<file path="config.mk">
export PLATFORM = sky130hd
export DESIGN_NAME = branch_flag_ctrl
export DESIGN_NICKNAME = d
export VERILOG_FILES = /design/src/rtl/branch_flag_ctrl_pkg.sv /design/src/rtl/branch_flag_ctrl_cond_eval.sv /design/src/rtl/branch_flag_ctrl.sv
export SDC_FILE = /design/constraint.sdc
export NUM_CORES = 1
export LEC_CHECK = 0
export ABC_CLOCK_PERIOD_IN_PS = 1900
export CAP_MARGIN = 20
export CELL_PAD_IN_SITES_DETAIL_PLACEMENT = 1
export CELL_PAD_IN_SITES_GLOBAL_PLACEMENT = 2
export CORE_MARGIN = 5
export CORE_UTILIZATION = 25
export CTS_CLUSTER_DIAMETER = 80
export DETAILED_ROUTE_END_ITERATION = 12
export GPL_ROUTABILITY_DRIVEN = 0
export PLACE_DENSITY = 0.72
export SYNTH_ARGS = -nofsm -noshare
export SYNTH_HDL_FRONTEND = slang
export SYNTH_SLANG_ARGS = --single-unit
</file>
<file path="constraint.sdc">
create_clock -name clk -period 1.9 [get_ports clk]
set_clock_uncertainty 0.05 [all_clocks]
set_input_delay 0.38 -clock clk [delete_from_list [all_inputs] [get_ports clk]]
set_output_delay 0.38 -clock clk [all_outputs]
set_load 0.01 [all_outputs]
</file>
<file path="src/rtl/branch_flag_ctrl_pkg.sv">
// rtl/branch_flag_ctrl_pkg.sv - shared encodings for branch_flag_ctrl (BRANCH_FLAG_FORWARD_EN option)
package branch_flag_ctrl_pkg;

  localparam logic [2:0] BCOND_OP_NONE   = 3'd0;
  localparam logic [2:0] BCOND_OP_BRANCH = 3'd1;
  localparam logic [2:0] BCOND_OP_ZERO   = 3'd2;
  localparam logic [2:0] BCOND_OP_NZERO  = 3'd3;
  localparam logic [2:0] BCOND_OP_ALU    = 3'd4;
  localparam logic [2:0] BCOND_OP_COND   = 3'd5;

  localparam logic [3:0] BCOND_EQ = 4'h0;
  localparam logic [3:0] BCOND_NE = 4'h1;
  localparam logic [3:0] BCOND_CS = 4'h2;
  localparam logic [3:0] BCOND_CC = 4'h3;
  localparam logic [3:0] BCOND_MI = 4'h4;
  localparam logic [3:0] BCOND_PL = 4'h5;
  localparam logic [3:0] BCOND_VS = 4'h6;
  localparam logic [3:0] BCOND_VC = 4'h7;
  localparam logic [3:0] BCOND_HI = 4'h8;
  localparam logic [3:0] BCOND_LS = 4'h9;
  localparam logic [3:0] BCOND_GE = 4'hA;
  localparam logic [3:0] BCOND_LT = 4'hB;
  localparam logic [3:0] BCOND_GT = 4'hC;
  localparam logic [3:0] BCOND_LE = 4'hD;
  localparam logic [3:0] BCOND_AL = 4'hE;
  localparam logic [3:0] BCOND_NV = 4'hF;

  localparam logic [1:0] PC_SRC_SEQ = 2'b00;
  localparam logic [1:0] PC_SRC_REL = 2'b01;
  localparam logic [1:0] PC_SRC_REG = 2'b10;

  localparam int FLAG_N = 3;
  localparam int FLAG_Z = 2;
  localparam int FLAG_C = 1;
  localparam int FLAG_V = 0;

  typedef enum logic [1:0] {
    ST_IDLE       = 2'd0,
    ST_WAIT_FLAGS = 2'd1,
    ST_FLUSH      = 2'd2
  } state_t;

  // Register-indirect branches (BR) take the register target; all others are PC-relative.
  function automatic logic [1:0] op_pc_src(input logic [2:0] op);
    return (op == BCOND_OP_ALU) ? PC_SRC_REG : PC_SRC_REL;
  endfunction

endpackage

</file>
<file path="src/rtl/branch_flag_ctrl_cond_eval.sv">
// rtl/branch_flag_ctrl_cond_eval.sv - combinational condition-code evaluator (cond_eval)
module branch_flag_ctrl_cond_eval
  import branch_flag_ctrl_pkg::*;
(
  input  logic [3:0] cond,
  input  logic [3:0] flags,
  output logic       taken
);

  logic n;
  logic z;
  logic c;
  logic v;

  assign n = flags[FLAG_N];
  assign z = flags[FLAG_Z];
  assign c = flags[FLAG_C];
  assign v = flags[FLAG_V];

  always_comb begin
    taken = 1'b0;
    case (cond)
      BCOND_EQ: taken = z;
      BCOND_NE: taken = !z;
      BCOND_CS: taken = c;
      BCOND_CC: taken = !c;
      BCOND_MI: taken = n;
      BCOND_PL: taken = !n;
      BCOND_VS: taken = v;
      BCOND_VC: taken = !v;
      BCOND_HI: taken = c && !z;
      BCOND_LS: taken = !c || z;
      BCOND_GE: taken = (n == v);
      BCOND_LT: taken = (n != v);
      BCOND_GT: taken = !z && (n == v);
      BCOND_LE: taken = z || (n != v);
      BCOND_AL: taken = 1'b1;
      BCOND_NV: taken = 1'b0;
      default:  taken = 1'b0;
    endcase
  end

endmodule

</file>
<file path="src/rtl/branch_flag_ctrl.sv">
// rtl/branch_flag_ctrl.sv - branch resolution, NZVC flag register and flush sequencing
// Optional build macro: BRANCH_FLAG_FORWARD_EN (forward flag_in to COND requests instead of stalling).
module branch_flag_ctrl
  import branch_flag_ctrl_pkg::*;
#(
  parameter int FLUSH_CYCLES = 2,
  parameter int CNT_W        = 3
) (
  input  logic       clk,
  input  logic       reset,
  input  logic       flag_we,
  input  logic [3:0] flag_in,
  input  logic       br_valid,
  output logic       br_ready,
  input  logic [2:0] br_op,
  input  logic [4:0] br_cond,
  input  logic       reg_zero,
  output logic [1:0] pc_src,
  output logic       redirect,
  output logic       flush,
  output logic [3:0] flags_q
);

  localparam logic [CNT_W-1:0] CNT_LOAD = CNT_W'(FLUSH_CYCLES - 1);

  state_t           state_q;
  state_t           state_d;
  logic [CNT_W-1:0] cnt_q;
  logic [CNT_W-1:0] cnt_d;
  logic [1:0]       pc_src_d;
  logic             redirect_d;
  logic [3:0]       eval_flags;
  logic             stall;
  logic             cond_taken;
  logic             taken;

`ifdef BRANCH_FLAG_FORWARD_EN
  assign eval_flags = flag_we ? flag_in : flags_q;
  assign stall      = 1'b0;
`else
  // A COND request must not see flags that the execute stage is still writing.
  assign eval_flags = flags_q;
  assign stall      = br_valid && (br_op == BCOND_OP_COND) && flag_we;
`endif

  branch_flag_ctrl_cond_eval u_cond_eval (
    .cond  (br_cond[3:0]),
    .flags (eval_flags),
    .taken (cond_taken)
  );

  always_comb begin
    taken = 1'b0;
    case (br_op)
      BCOND_OP_BRANCH: taken = 1'b1;
      BCOND_OP_ALU:    taken = 1'b1;
      BCOND_OP_ZERO:   taken = reg_zero;
      BCOND_OP_NZERO:  taken = !reg_zero;
      BCOND_OP_COND:   taken = !br_cond[4] && cond_taken;
      default:         taken = 1'b0;
    endcase
  end

  always_comb begin
    state_d    = state_q;
    cnt_d      = cnt_q;
    pc_src_d   = PC_SRC_SEQ;
    redirect_d = 1'b0;
    br_ready   = 1'b0;
    case (state_q)
      ST_IDLE: begin
        br_ready = !stall;
        if (stall) begin
          state_d = ST_WAIT_FLAGS;
        end else if (br_valid && taken) begin
          state_d    = ST_FLUSH;
          cnt_d      = CNT_LOAD;
          pc_src_d   = op_pc_src(br_op);
          redirect_d = 1'b1;
        end
      end
      ST_WAIT_FLAGS: begin
        state_d = ST_IDLE;
      end
      ST_FLUSH: begin
        // Requests seen here are wrong-path and are dropped without acceptance.
        if (cnt_q == '0) begin
          state_d = ST_IDLE;
        end else begin
          cnt_d = cnt_q - 1'b1;
        end
      end
      default: begin
        state_d = ST_IDLE;
      end
    endcase
  end

  always_ff @(posedge clk or posedge reset) begin
    if (reset) begin
      state_q  <= ST_IDLE;
      cnt_q    <= '0;
      pc_src   <= PC_SRC_SEQ;
      redirect <= 1'b0;
      flags_q  <= 4'b0000;
    end else begin
      state_q  <= state_d;
      cnt_q    <= cnt_d;
      pc_src   <= pc_src_d;
      redirect <= redirect_d;
      if (flag_we) begin
        flags_q <= flag_in;
      end
    end
  end

  assign flush = (state_q == ST_FLUSH);

endmodule
</file>
==> results.cfg, run 1 <==
[global_route]
grt_max_degree = 13
grt_pass1_vias = 720
grt_use_total_pct = 9.787
antenna_found_initial = 0
grt_pass1_wl_um = 3105
grt-ovfl-total = 0

[clocking]
clkTransAtPathRegs_ns = 0.07
cts_buffers = 3
clk_path_buf_depth = 2
ctsHtreeMaxLevel = 1
clkSinkCount = 12
ctsRootBufferMaster = clkbuf_4
worstSkewPairLatency_ns = 0.27
cts_tree = yes
holdBufCountCts = 0
post_cts_buffers = 0

[synthesis]
syn_area_um2 = 710.7
synth.largest_area_cell = dfrtp_1
postSynthAreaPerCell_um2 = 10.45
synthCells = 68
ys_seq_area_share_pct = 42.25
synth.distinct_cells = 34
synth_fp_nets = 87
synth-seq-cells = 12
synth.top_cell.area_share_pct = 42.25
synth_area_leaders = dfrtp_1 42%, mux2_2 7.9%, ha_1 3.5%
ys_warn_count = 0

[critical_path]
crit_path_cell_trace = clkdlybuf4s50_1 -> or3b_4 -> o2111ai_2 -> a21oi_1 -> and3_4 -> o31a_1
rr_worst_depth = 5
reg2reg_from = flags_q[2]
r2r-end = cnt_q[0]
cp_data_arrival_time_ns = 1.90
critPathMaxStageDelay_ns = 0.42
start_kind = input port
critPathBufInv = 1
cp-end-kind = flop
critPathKind = input port to flop
worstPathMaxFanout = 3
crit_path_start = br_cond[0]
r2r_setup_slack_ns = 0.16
cpMaxStageDelayCell = clkdlybuf4s50_1
required_ns = 2.00
crit_family = simple AND/OR/NAND/NOR gates

[outcome]
status = completed

[routing]
drtIter0Drc = 12
wl_per_cell_um = 12.95
drt-vias-per-instance = 4.759
vias = 671
ant_nets = 0
drc = 0
finalWirelength_um = 1826
dr.pass1.iters = 3

[final_layout]
drive_gt1_share_pct = 30.00
layout.nets = 131
layout_commonest_cell = clkdlybuf4s50_1
diodes = 0
stdcell_area_um2 = 1142
final_cell_mix = 21 x clkdlybuf4s50_1, 15 x buf_4, 12 x dfrtp_1
syn_to_final_growth_pct = 60.74

[sta]
drv_slew = 0
finalCritPeriodShare_pct = 94.47
relSlewSlack_pct = 68.57
finalCriticalPeriod_ns = 1.795
finalSetupViolations = 0
tns_ns = 0
hold_viol = 0
worstMarginPinSlew_ns = 0.4709
rsz0062_at_grt = no
fmax_ghz = 0.5571

[die]
initial_utilization_pct = 26.00
dieArea_um2 = 4009
num_rows = 19
die_width_um = 63.32
pin_count = 26
design.core.area_um2 = 2734
die_h_um = 63.32

[flow_run]
max_cap_viol_count = 0

[hold_path]
hold_class = input port to async pin

[placed_design]
port_buffers = 25
place_area_um2 = 1109
dp.final_hpwl_um = 1589

[pwr]
leakage_nw = 0.5383
irDropWorstVdd_v = 0.0004177
power_density_nw_per_um2 = 827.5
## kinds of logic (layout without fill, tap and decap cells)
logic type	after synthesis	count (layout)	synth area share, %
simple gates	25	25	22.18
mux	7	7	10.74
compound gates	13	13	14.44
buf+inv	6	48	3.169
fa+ha+maj	2	2	3.521
xor+xnor	3	3	3.698
flops	12	12	42.25
## worst register-to-register path, stage by stage (launching register included)
cell      delay (ns)
dfrtp_1         0.44
or4b_4          0.55
nand3_2         0.10
o211ai_2        0.09
and3_4          0.17
o31a_1          0.23
## how the worst max path moves through the flow
| stage | to | slack [ns] | depth (start not counted) |
|---|---|---|---|
| floorplan | cnt_q[0] | 0.22 | 5 |
| global placement | br_ready | -0.30 | 4 |
| detailed placement | cnt_q[0] | -0.35 | 7 |
| CTS | br_ready | 0.02 | 4 |
| global route | cnt_q[0] | 0.03 | 7 |
| finish | cnt_q[0] | 0.11 | 6 |
## cell usage after synthesis, drive strengths merged
| library cell | instances |
|---|---|
| nand3 | 4 |
| ha | 2 |
| o22ai | 1 |
| or2 | 1 |
| nor3b | 1 |
| dfrtp | 12 |
| o211ai | 2 |
| a21oi | 3 |
| o21a | 1 |
| clkbuf | 1 |
| o32ai | 1 |
| nor2b | 1 |
| or4b | 1 |
| a21o | 1 |
| nand2b | 2 |
| inv | 5 |
| and4b | 1 |
| xor2 | 1 |
| nand3b | 1 |
| or3b | 1 |
| o31a | 1 |
| o21ai | 1 |
| o2111ai | 1 |
| a21boi | 1 |
| xnor2 | 2 |
| or3 | 1 |
| nand2 | 3 |
| nor2 | 5 |
| mux2i | 2 |
| mux2 | 5 |
| and3 | 3 |
## timing repair
action	in CTS	in global routing
gates resized for setup	7	4
setup endpoints to repair	2	4
cloned	0	0
## state kept, by name, indices dropped and copies added (netlist names)
name      cells
pc_src        2
redirect      1
state_q       2
cnt_q         3
flags_q       4
## report_power, final
group / switching, mW / internal (mW)
logic: 0.200 / 0.253
registers: 0.0320 / 0.309
clock network: 0.0784 / 0.0732
total: 0.310 / 0.635
## metrics by stage
step | hold WS, ns | instances | utilization [%] | power (mW) | setup WS [ns]
4_1_cts | 0.3839 | 141 | 41.74 | 0.9784 | 0.01918
2_1_floorplan | 0.1947 | 68 | - | 0.5886 | 0.2171
6_report | 0.3709 | 141 | 41.78 | 0.9453 | 0.1050
3_5_place_dp | 0.4533 | 138 | 40.55 | 0.8127 | -0.3477
3_3_place_gp | 0.4416 | 138 | 40.55 | 0.8010 | -0.2994
5_1_grt | 0.4362 | 141 | 41.78 | 1.029 | 0.03333
## cell type report
class / count / area [um2]
fill: 310 / 1592
sequential: 12 / 300.3
clock buffer: 3 / 22.52
tap: 31 / 38.79
multi-input combinational: 50 / 400.4
inverter: 5 / 18.77
timing repair buffer: 40 / 361.6
## routing by layer
layer	track usage (%)	up-vias	part of all wire, %
li1	-	329	-
met1	10.24	328	41
met2	17.56	12	54
met3	2.487	2	2.9
met4	5.455	0	1.5
met5	0	-	0
No activity file was read; power rests on OpenSTA's default activity.
==> run 2, diff against run 1 <==
--- a/config.mk
+++ b/config.mk
@@ -5,16 +5,17 @@
 export SDC_FILE = /design/constraint.sdc
 export NUM_CORES = 1
 export LEC_CHECK = 0
-export ABC_CLOCK_PERIOD_IN_PS = 1900
+export ABC_CLOCK_PERIOD_IN_PS = 1550
 export CAP_MARGIN = 20
 export CELL_PAD_IN_SITES_DETAIL_PLACEMENT = 1
 export CELL_PAD_IN_SITES_GLOBAL_PLACEMENT = 2
 export CORE_MARGIN = 5
-export CORE_UTILIZATION = 25
+export CORE_UTILIZATION = 23
 export CTS_CLUSTER_DIAMETER = 80
 export DETAILED_ROUTE_END_ITERATION = 12
 export GPL_ROUTABILITY_DRIVEN = 0
-export PLACE_DENSITY = 0.72
+export GPL_TIMING_DRIVEN = 0
+export PLACE_DENSITY = 0.7
 export SYNTH_ARGS = -nofsm -noshare
 export SYNTH_HDL_FRONTEND = slang
 export SYNTH_SLANG_ARGS = --single-unit
==> constraint.sdc (replaced) <==
create_clock -name clk -period 1.55 [get_ports clk]
set_clock_uncertainty 0.05 [all_clocks]
set_input_delay 0.31 -clock clk [delete_from_list [all_inputs] [get_ports clk]]
set_output_delay 0.31 -clock clk [all_outputs]
set_load 0.01 [all_outputs]
==> run 2 against run 1 <==
The run now ends with setup timing left. Worst hold slack got worse by 0.067 ns. Setup slack got worse by 0.20 ns. Cell count decreased by 1.4%. Highest routed layer unchanged.
==> results.cfg, run 2 (synthesis results as in run 1) <==
[outcome]
status = finished with violations
violations = setup timing

[pwr]
leakage_nw = 0.5345
finalPower_mw = 1.248
irDropWorstVdd_v = 0.0004198
intPower_uw = 833.1
p_sw_uw = 414.7
swShare_pct = 33.23
seqPwrFrac_pct = 34.7
p_comb_share_pct = 45.4
power_density_nw_per_um2 = 1103
p_clk_share_pct = 19.9

[critical_path]
start_kind = flop
critPathKind = flop to flop
rr_worst_depth = 5
r2r_setup_slack_ns = -0.1
required_ns = 1.66
reg2reg_from = flags_q[2]
cp-end-kind = flop
worstPathMaxFanout = 3
r2r-end = cnt_q[0]
cp_data_arrival_time_ns = 1.76

[global_route]
antenna_found_initial = 0
grt_max_degree = 13
grt_use_total_pct = 9.459
grt-ovfl-total = 0
grt_pass1_vias = 683
grt_pass1_wl_um = 3063

[placed_design]
dp.final_hpwl_um = 1439
place_ws_ns = -0.6289
port_buffers = 24

[routing]
dr.pass1.iters = 3
ant_nets = 0
drt-vias-per-instance = 4.734
finalWirelength_um = 1944
drc = 0
wl_per_cell_um = 13.99
vias = 658
drtIter0Drc = 4

[clocking]
worstSkewPairLatency_ns = 0.27
clkSinkCount = 12
ctsHtreeMaxLevel = 1
clk_path_buf_depth = 2
cts_buffers = 3
ctsRootBufferMaster = clkbuf_4
cts_tree = yes
clkTransAtPathRegs_ns = 0.08

[final_layout]
layout.nets = 126
final_cell_mix = 11 x dfrtp_1, 10 x dlygate4sd2_1, 10 x buf_4
drive_gt1_share_pct = 33.02
top_regs = flags_q (4), cnt_q (3)
largest_register_ffs = 4
layout_commonest_cell = dfrtp_1
diodes = 0
utilization_pct = 37.67
largest_register = flags_q
syn_to_final_growth_pct = 59.15

[sta]
whs_ns = 0.3036
rsz0062_at_grt = yes
tns_ns = -0.2015
hold_viol = 0
setup_slack_ns = -0.09873
worstMarginPinSlew_ns = 0.4793
finalCritPeriodShare_pct = 106.4
fmax_ghz = 0.6065
finalCriticalPeriod_ns = 1.649
finalSetupViolations = 4
relSlewSlack_pct = 68.01
drv_slew = 0

[die]
initial_utilization_pct = 23.67
die_h_um = 65.59
die_width_um = 65.59
dieArea_um2 = 4301
num_rows = 20
design.core.area_um2 = 3003
pin_count = 26

[flow_run]
max_cap_viol_count = 0

[hold_path]
hold_class = input port to async pin
==> run 2: metrics by stage <==
step | instances | instance area, um2
3_5_place_dp | 125 | 992.2
4_1_cts | 131 | 1046
2_1_floorplan | 68 | 710.7
3_3_place_gp | 125 | 992.2
6_report | 139 | 1131
5_1_grt | 139 | 1131
==> run 2: area by class of cell <==
class	instances	area, um2
Clock buffer	4	36.28
Timing Repair Buffer	34	295.3
Inverter	5	18.77
Sequential cell	12	301.5
Buffer	1	3.754
Fill cell	350	1872
Tap cell	33	41.29
Multi-Input combinational cell	50	434.2
==> run 2: timing repair <==
| action | in CTS | in global routing |
|---|---|---|
| gates cloned | 0 | 0 |
| hold buffers | 0 | 0 |
| pin swaps | 4 | 3 |
| gates resized for setup | 21 | 13 |
| setup buffers | 2 | 8 |
| endpoints found under the setup margin | 12 | 8 |
==> run 2: layer usage <==
metal | wire (um) | GRT usage (%) | vias to the layer above
met3 | 74 | 1.709 | 4
li1 | - | - | 322
met2 | 1016 | 15.42 | 14
met1 | 799 | 10.97 | 318
met4 | 54 | 6.995 | 0
met5 | 0 | 0 | -
==> run 2: critical path, cell delays in order, from the launching register on <==
cell	delay, ns
dfrtp_1	0.40
or4b_4	0.50
nand3_4	0.08
o211ai_2	0.09
and3_4	0.18
o31a_1	0.23
==> run 2: worst max path at each step <==
stage	start	to	slack, ns	cells past startpoint
finish	flags_q[2]	cnt_q[0]	-0.1	5
global route	flags_q[2]	cnt_q[0]	-0.16	5
CTS	flags_q[2]	cnt_q[0]	-0.13	5
detailed placement	br_cond[1]	cnt_q[0]	-0.63	6
global placement	br_op[1]	br_ready	-0.65	4
floorplan	flags_q[2]	cnt_q[0]	-0.07	5
==> run 2: power groups by stage <==
stage | clock (mW) | sequential [mW] | combinational [mW]
global route | 0.269 | 0.446 | 0.633
global placement | 0 | 0.420 | 0.489
finish | 0.248 | 0.433 | 0.567
CTS | 0.261 | 0.424 | 0.491
floorplan | 0 | 0.425 | 0.297
detailed placement | 0 | 0.423 | 0.498
==> RTL change 1 (config.mk and constraints of run 1) <==
Re-encode `state_t` (3 states) as one-hot, 3 bits wide.
--- a/src/rtl/branch_flag_ctrl_pkg.sv
+++ b/src/rtl/branch_flag_ctrl_pkg.sv
@@ -34,10 +34,10 @@
   localparam int FLAG_C = 1;
   localparam int FLAG_V = 0;
 
-  typedef enum logic [1:0] {
-    ST_IDLE       = 2'd0,
-    ST_WAIT_FLAGS = 2'd1,
-    ST_FLUSH      = 2'd2
+  typedef enum logic [2:0] {
+    ST_IDLE       = 3'b001,
+    ST_WAIT_FLAGS = 3'b010,
+    ST_FLUSH      = 3'b100
   } state_t;
 
   // Register-indirect branches (BR) take the register target; all others are PC-relative.
Behaviour: no difference found for any inputs over 10 cycles, from zero or initial values and one cycle with reset high; not proved beyond that.
==> RTL change 1 against run 1 <==
- power fell by 6.5%
- sequential power rose by 5%
- wire length rose by 17%
- die area rose by 8.0%
- sequential cell count rose by 1
- worst setup slack improved by 0.026 ns
- synthesized area rose by 9.5%
- global-route usage rose by 0.84 points
- cell area rose by 4.3%
- critical path type unchanged
- largest power group is now registers
- highest routed layer is now met3
==> RTL change 1: results (changes against run 1) <==
.. list-table::
   :header-rows: 1

   * - Metric
     - Value
   * - Status
     - finished clean
   * - Compound-cell area share of the yosys netlist
     - 19.9% (+5.5 points)
   * - Static leakage
     - 0.539 nW (+0.18%)
   * - Number of flops mapped to enable cells by yosys
     - 0 (unchanged)
   * - Clock-pin slew of the registers on the worst-case setup and hold paths
     - 0.09 ns (+0.02 ns)
   * - Top routing layer in use
     - met3
   * - Number of distinct library cells after synthesis
     - 32 (-5.9%)
   * - Buffer levels on the longest clock path
     - 2 (unchanged)
   * - Vias in the first global route
     - 786 (+9.2%)
   * - Post-CTS repair timing setup buffer count
     - 1 (+1)
   * - Met3 track demand over resource in global routing
     - 2.89% (+0.40 points)
   * - VDD IR max
     - 0.000382 V (-8.5%)
   * - Proportion of layout cells with a drive suffix above 1
     - 23.5% (-6.5 points)
   * - Via density per instance
     - 4.50 (-5.5%)
   * - Number of buffers added by the clock tree synthesis step
     - 3 (unchanged)
   * - Overall Global Routing Usage
     - 10.6% (+0.84 points)
   * - Total cell area at the placement stage
     - 1130 um2 (+2.1%)
   * - Net count after synthesis
     - 98 (+13%)
   * - Rel. slew slack
     - 65.2% (-3.4 points)
   * - Post-route non-filler standard cell count
     - 159 (+13%)
   * - Share of cell area taken by muxes after synthesis
     - 8.36% (-2.4 points)
   * - Share of synthesized area occupied by flip-flops and latches
     - 42.0% (-0.29 points)
   * - Met2 track utilization from global routing
     - 18.9% (+1.3 points)
   * - Average detailed-routed wire length per instance
     - 13.5 um (+3.9%)
   * - Top delay family on crit path
     - compound AO/OA/AOI/OAI gates
   * - Routed length on met1
     - 933 um (+23%)
   * - Count of cells resized by post-cts repair
     - 9 (+2)
   * - Fraction of met1 tracks used by global routing
     - 12.3% (+2.1 points)
   * - Ranking of synthesized cells by instance count
     - dfrtp_1 (12), nor2_1 (8), inv_1 (6)
   * - Post-DP HPWL
     - 1760 um (+11%)
   * - Cells taking the most area after synthesis
     - dfrtp_1 (39%), mux2_2 (5.8%), xnor2_1 (5.6%)
   * - Maximum number of pins on one net before global-route repair
     - 14 (+1)
   * - Met2 WL
     - 1090 um (+11%)
   * - Drt initial violations
     - 7 (-5)
   * - Syn avg cell area
     - 9.85 um2 (-5.7%)
   * - Detailed-routing iteration count for the pre-antenna-repair pass
     - 4 (+1)
   * - Worst-path maximum fanout
     - 5 (+2)
   * - Final net count
     - 135 (+3.1%)
   * - Worst path max stage delay
     - 0.46 ns (+0.04 ns)
   * - Global-route wire length before repair
     - 3500 um (+13%)
   * - Total number of H-tree levels
     - 1 (unchanged)
   * - Placed cell count
     - 154 (+12%)
   * - Met3 Routed Length
     - 114 um (+120%)
   * - Area share of xor/xnor cells in the synthesized design
     - 5.63% (+1.9 points)
   * - Adder-cell share of the synthesized area
     - 3.22% (-0.31 points)
   * - Setup slack after placement
     - -0.409 ns (-0.0612 ns)
   * - Regs by FF count
     - flags_q x4, cnt_q x3, state_q x3
-- RTL change 1: cell type report --
class	instances	area, um2
Clock buffer	4	26.3
Fill cell	356	1840
Inverter	6	22.5
Multi-Input combinational cell	59	450
Sequential cell	13	327
Tap cell	44	55.1
Timing Repair Buffer	33	310
-- RTL change 1: final timing paths --
kind	startpoint	endpoint	slack, ns	depth (start not counted)
setup / recovery	br_cond[2]	cnt_q[0]	0.13	6
hold / removal	reset	pc_src[1]	0.37	2
setup reg to reg	cnt_q[0]	cnt_q[1]	0.30	6
hold reg to reg	state_q[0]	state_q[1]	0.50	2
max in group asynchronous	reset	state_q[0]	1.06	2
min in group clk	br_op[1]	pc_src[0]	0.49	4
-- RTL change 1: cells by family after synthesis --
group	count (synthesis)
fa+ha+maj	2
flops	13
compound gates	21
buf+inv	7
simple gates	25
mux	6
xor+xnor	5
-- RTL change 1: power breakdown --
group,internal [mW],switching (mW)
clock network,0.0813,0.0973
registers,0.325,0.0345
logic,0.179,0.167
total,0.586,0.299
==> RTL change 2 (config.mk and constraints of run 1) <==
Without the edit above. Add a define of `BRANCH_FLAG_FORWARD_EN`.
--- a/src/rtl/branch_flag_ctrl.sv
+++ b/src/rtl/branch_flag_ctrl.sv
@@ -1,5 +1,7 @@
 // rtl/branch_flag_ctrl.sv - branch resolution, NZVC flag register and flush sequencing
 // Optional build macro: BRANCH_FLAG_FORWARD_EN (forward flag_in to COND requests instead of stalling).
+`define BRANCH_FLAG_FORWARD_EN
+
 module branch_flag_ctrl
   import branch_flag_ctrl_pkg::*;
 #(
Function: changed (a bounded check fails within 4 cycles, from zero or initial values and one cycle with reset high).
==> RTL change 2 against run 1 <==
- count of clock-buffer cells in the layout rose by 1
- cell area rose by 13%
- worst setup slack got worse by 0.095 ns
- power rose by 8.2%
- sequential cell count fell by 1
- synthesized area rose by 11%
- combinational power rose by 18%
- global-route usage rose by 1.4 points
- largest power group unchanged
- sequential share of layout area fell by 4.9 points
- critical path depth rose by 1
- critical path type is now flip-flop to flip-flop
- wire length rose by 23%
==> RTL change 2: results (changes against run 1) <==
.. list-table::
   :header-rows: 1

   * - Metric
     - Value
   * - Status
     - finished clean
   * - Detailed-routing iteration count for the pre-antenna-repair pass
     - 3 (unchanged)
   * - Static leakage
     - 0.582 nW (+8.2%)
   * - Proportion of layout cells with a drive suffix above 1
     - 32.8% (+2.8 points)
   * - Net count after synthesis
     - 102 (+17%)
   * - Adder-cell share of the synthesized area
     - 3.16% (-0.36 points)
   * - Cells taking the most area after synthesis
     - dfrtp_1 (35%), inv_1 (4.7%), mux2_4 (3.8%)
   * - Ranking of synthesized cells by instance count
     - dfrtp_1 (11), inv_1 (10), nor2_1 (7)
   * - Fraction of power consumed by combinational cells
     - 52.3% (+4.4 points)
   * - Logic depth of the worst register-to-register path
     - 7 (+2)
   * - Rel. slew slack
     - 70.6% (+2.0 points)
   * - Setup slack after placement
     - -0.699 ns (-0.351 ns)
   * - Total of fill cells in the finished design
     - 368 (+19%)
   * - Number of buffers added by the clock tree synthesis step
     - 3 (unchanged)
   * - N_diodes
     - 0 (unchanged)
   * - Average detailed-routed wire length per instance
     - 13.1 um (+1.0%)
   * - Vias in the first global route
     - 870 (+21%)
   * - Post-DP HPWL
     - 1860 um (+17%)
   * - Worst reg2reg startpoint
     - flags_q[3]
   * - Yosys synthesis warning count
     - 0 (unchanged)
   * - Critical-path top delay cell
     - dfrtp_1
   * - Regs by FF count
     - flags_q x4, cnt_q x3, pc_src x2
   * - Reported net switching power
     - 378 uW (+22%)
   * - Global-route wire length before repair
     - 3850 um (+24%)
   * - Overall Global Routing Usage
     - 11.2% (+1.4 points)
   * - Number of distinct library cells after synthesis
     - 36 (+5.9%)
   * - Data arrival time at the worst-slack endpoint
     - 1.99 ns (+0.09 ns)
   * - Drt initial violations
     - 19 (+7)
   * - Share of cell area taken by muxes after synthesis
     - 9.16% (-1.6 points)
   * - Switching part of the total
     - 37.0% (+4.2 points)
   * - Clock power share
     - 15.8% (-0.2 points)
   * - VDD IR max
     - 0.000237 V (-43%)
   * - Compound-cell area share of the yosys netlist
     - 24.0% (+9.6 points)
   * - Worst path max stage delay
     - 0.40 ns (-0.02 ns)
   * - Worst Setup SP
     - flags_q[3]
   * - Maximum number of pins on one net before global-route repair
     - 12 (-1)
   * - Share of synthesized area occupied by flip-flops and latches
     - 34.8% (-7.5 points)
   * - Area share of xor/xnor cells in the synthesized design
     - 3.32% (-0.38 points)
   * - Worst-path maximum fanout
     - 4 (+1)
   * - Top delay family on crit path
     - compound AO/OA/AOI/OAI gates
   * - Setup slack, reg-to-reg
     - 0.01 ns (-0.15 ns)
==> RTL change 2: what timing repair did <==
item,in CTS,in global routing
buffers inserted,2,0
endpoints found under the setup margin,6,6
hold buffers,0,0
pin swaps,10,3
endpoints found under the hold margin,0,0
gates resized for setup,31,0
==> RTL change 2: through the flow <==
step | setup TNS [ns] | hold slack, ns | area [um2] | instances
after floorplan | 0 | 0.182 | 792 | 83
after global placement | -3.41 | 0.501 | 1200 | 166
after detailed placement | -3.76 | 0.492 | 1200 | 166
after CTS | -0.00214 | 0.378 | 1290 | 172
after global routing | -0.166 | 0.393 | 1290 | 172
final | 0 | 0.359 | 1290 | 172
==> RTL change 2: layer usage <==
layer  track usage (%)  part of all wire [%]
met5                 0                     0
met4             0.761                  0.18
met3              3.40                   3.5
met2              21.9                    56
met1              12.1                    41
==> RTL change 2: worst min-delay path by stage <==
stage / start / cells past startpoint / slack (ns) / endpoint
2_1_floorplan: reset / 1 / 0.18 / cnt_q[0]
3_3_place_gp: cnt_q[1] / 2 / 0.50 / cnt_q[1]
3_5_place_dp: cnt_q[1] / 2 / 0.49 / cnt_q[1]
4_1_cts: reset / 2 / 0.38 / cnt_q[0]
5_1_grt: reset / 2 / 0.39 / cnt_q[2]
6_report: reset / 2 / 0.36 / cnt_q[2]
==> RTL change 2: final cells by class <==
cell class,instances,share of cell area [%]
clock buffer,4,2.04
inverter,11,3.21
multi-input combinational,60,41.1
sequential,11,21.4
tap,44,4.28
timing repair buffer,42,27.9
==> RTL change 2: cells by family after synthesis <==
| family | after synthesis |
|---|---|
| XOR/XNOR | 3 |
| flip-flops | 11 |
| AO/OA/AOI/OAI | 22 |
| adder cells (fa/ha/maj) | 2 |
| multiplexers | 6 |
| buffers and inverters | 12 |
| AND/OR/NAND/NOR | 27 |
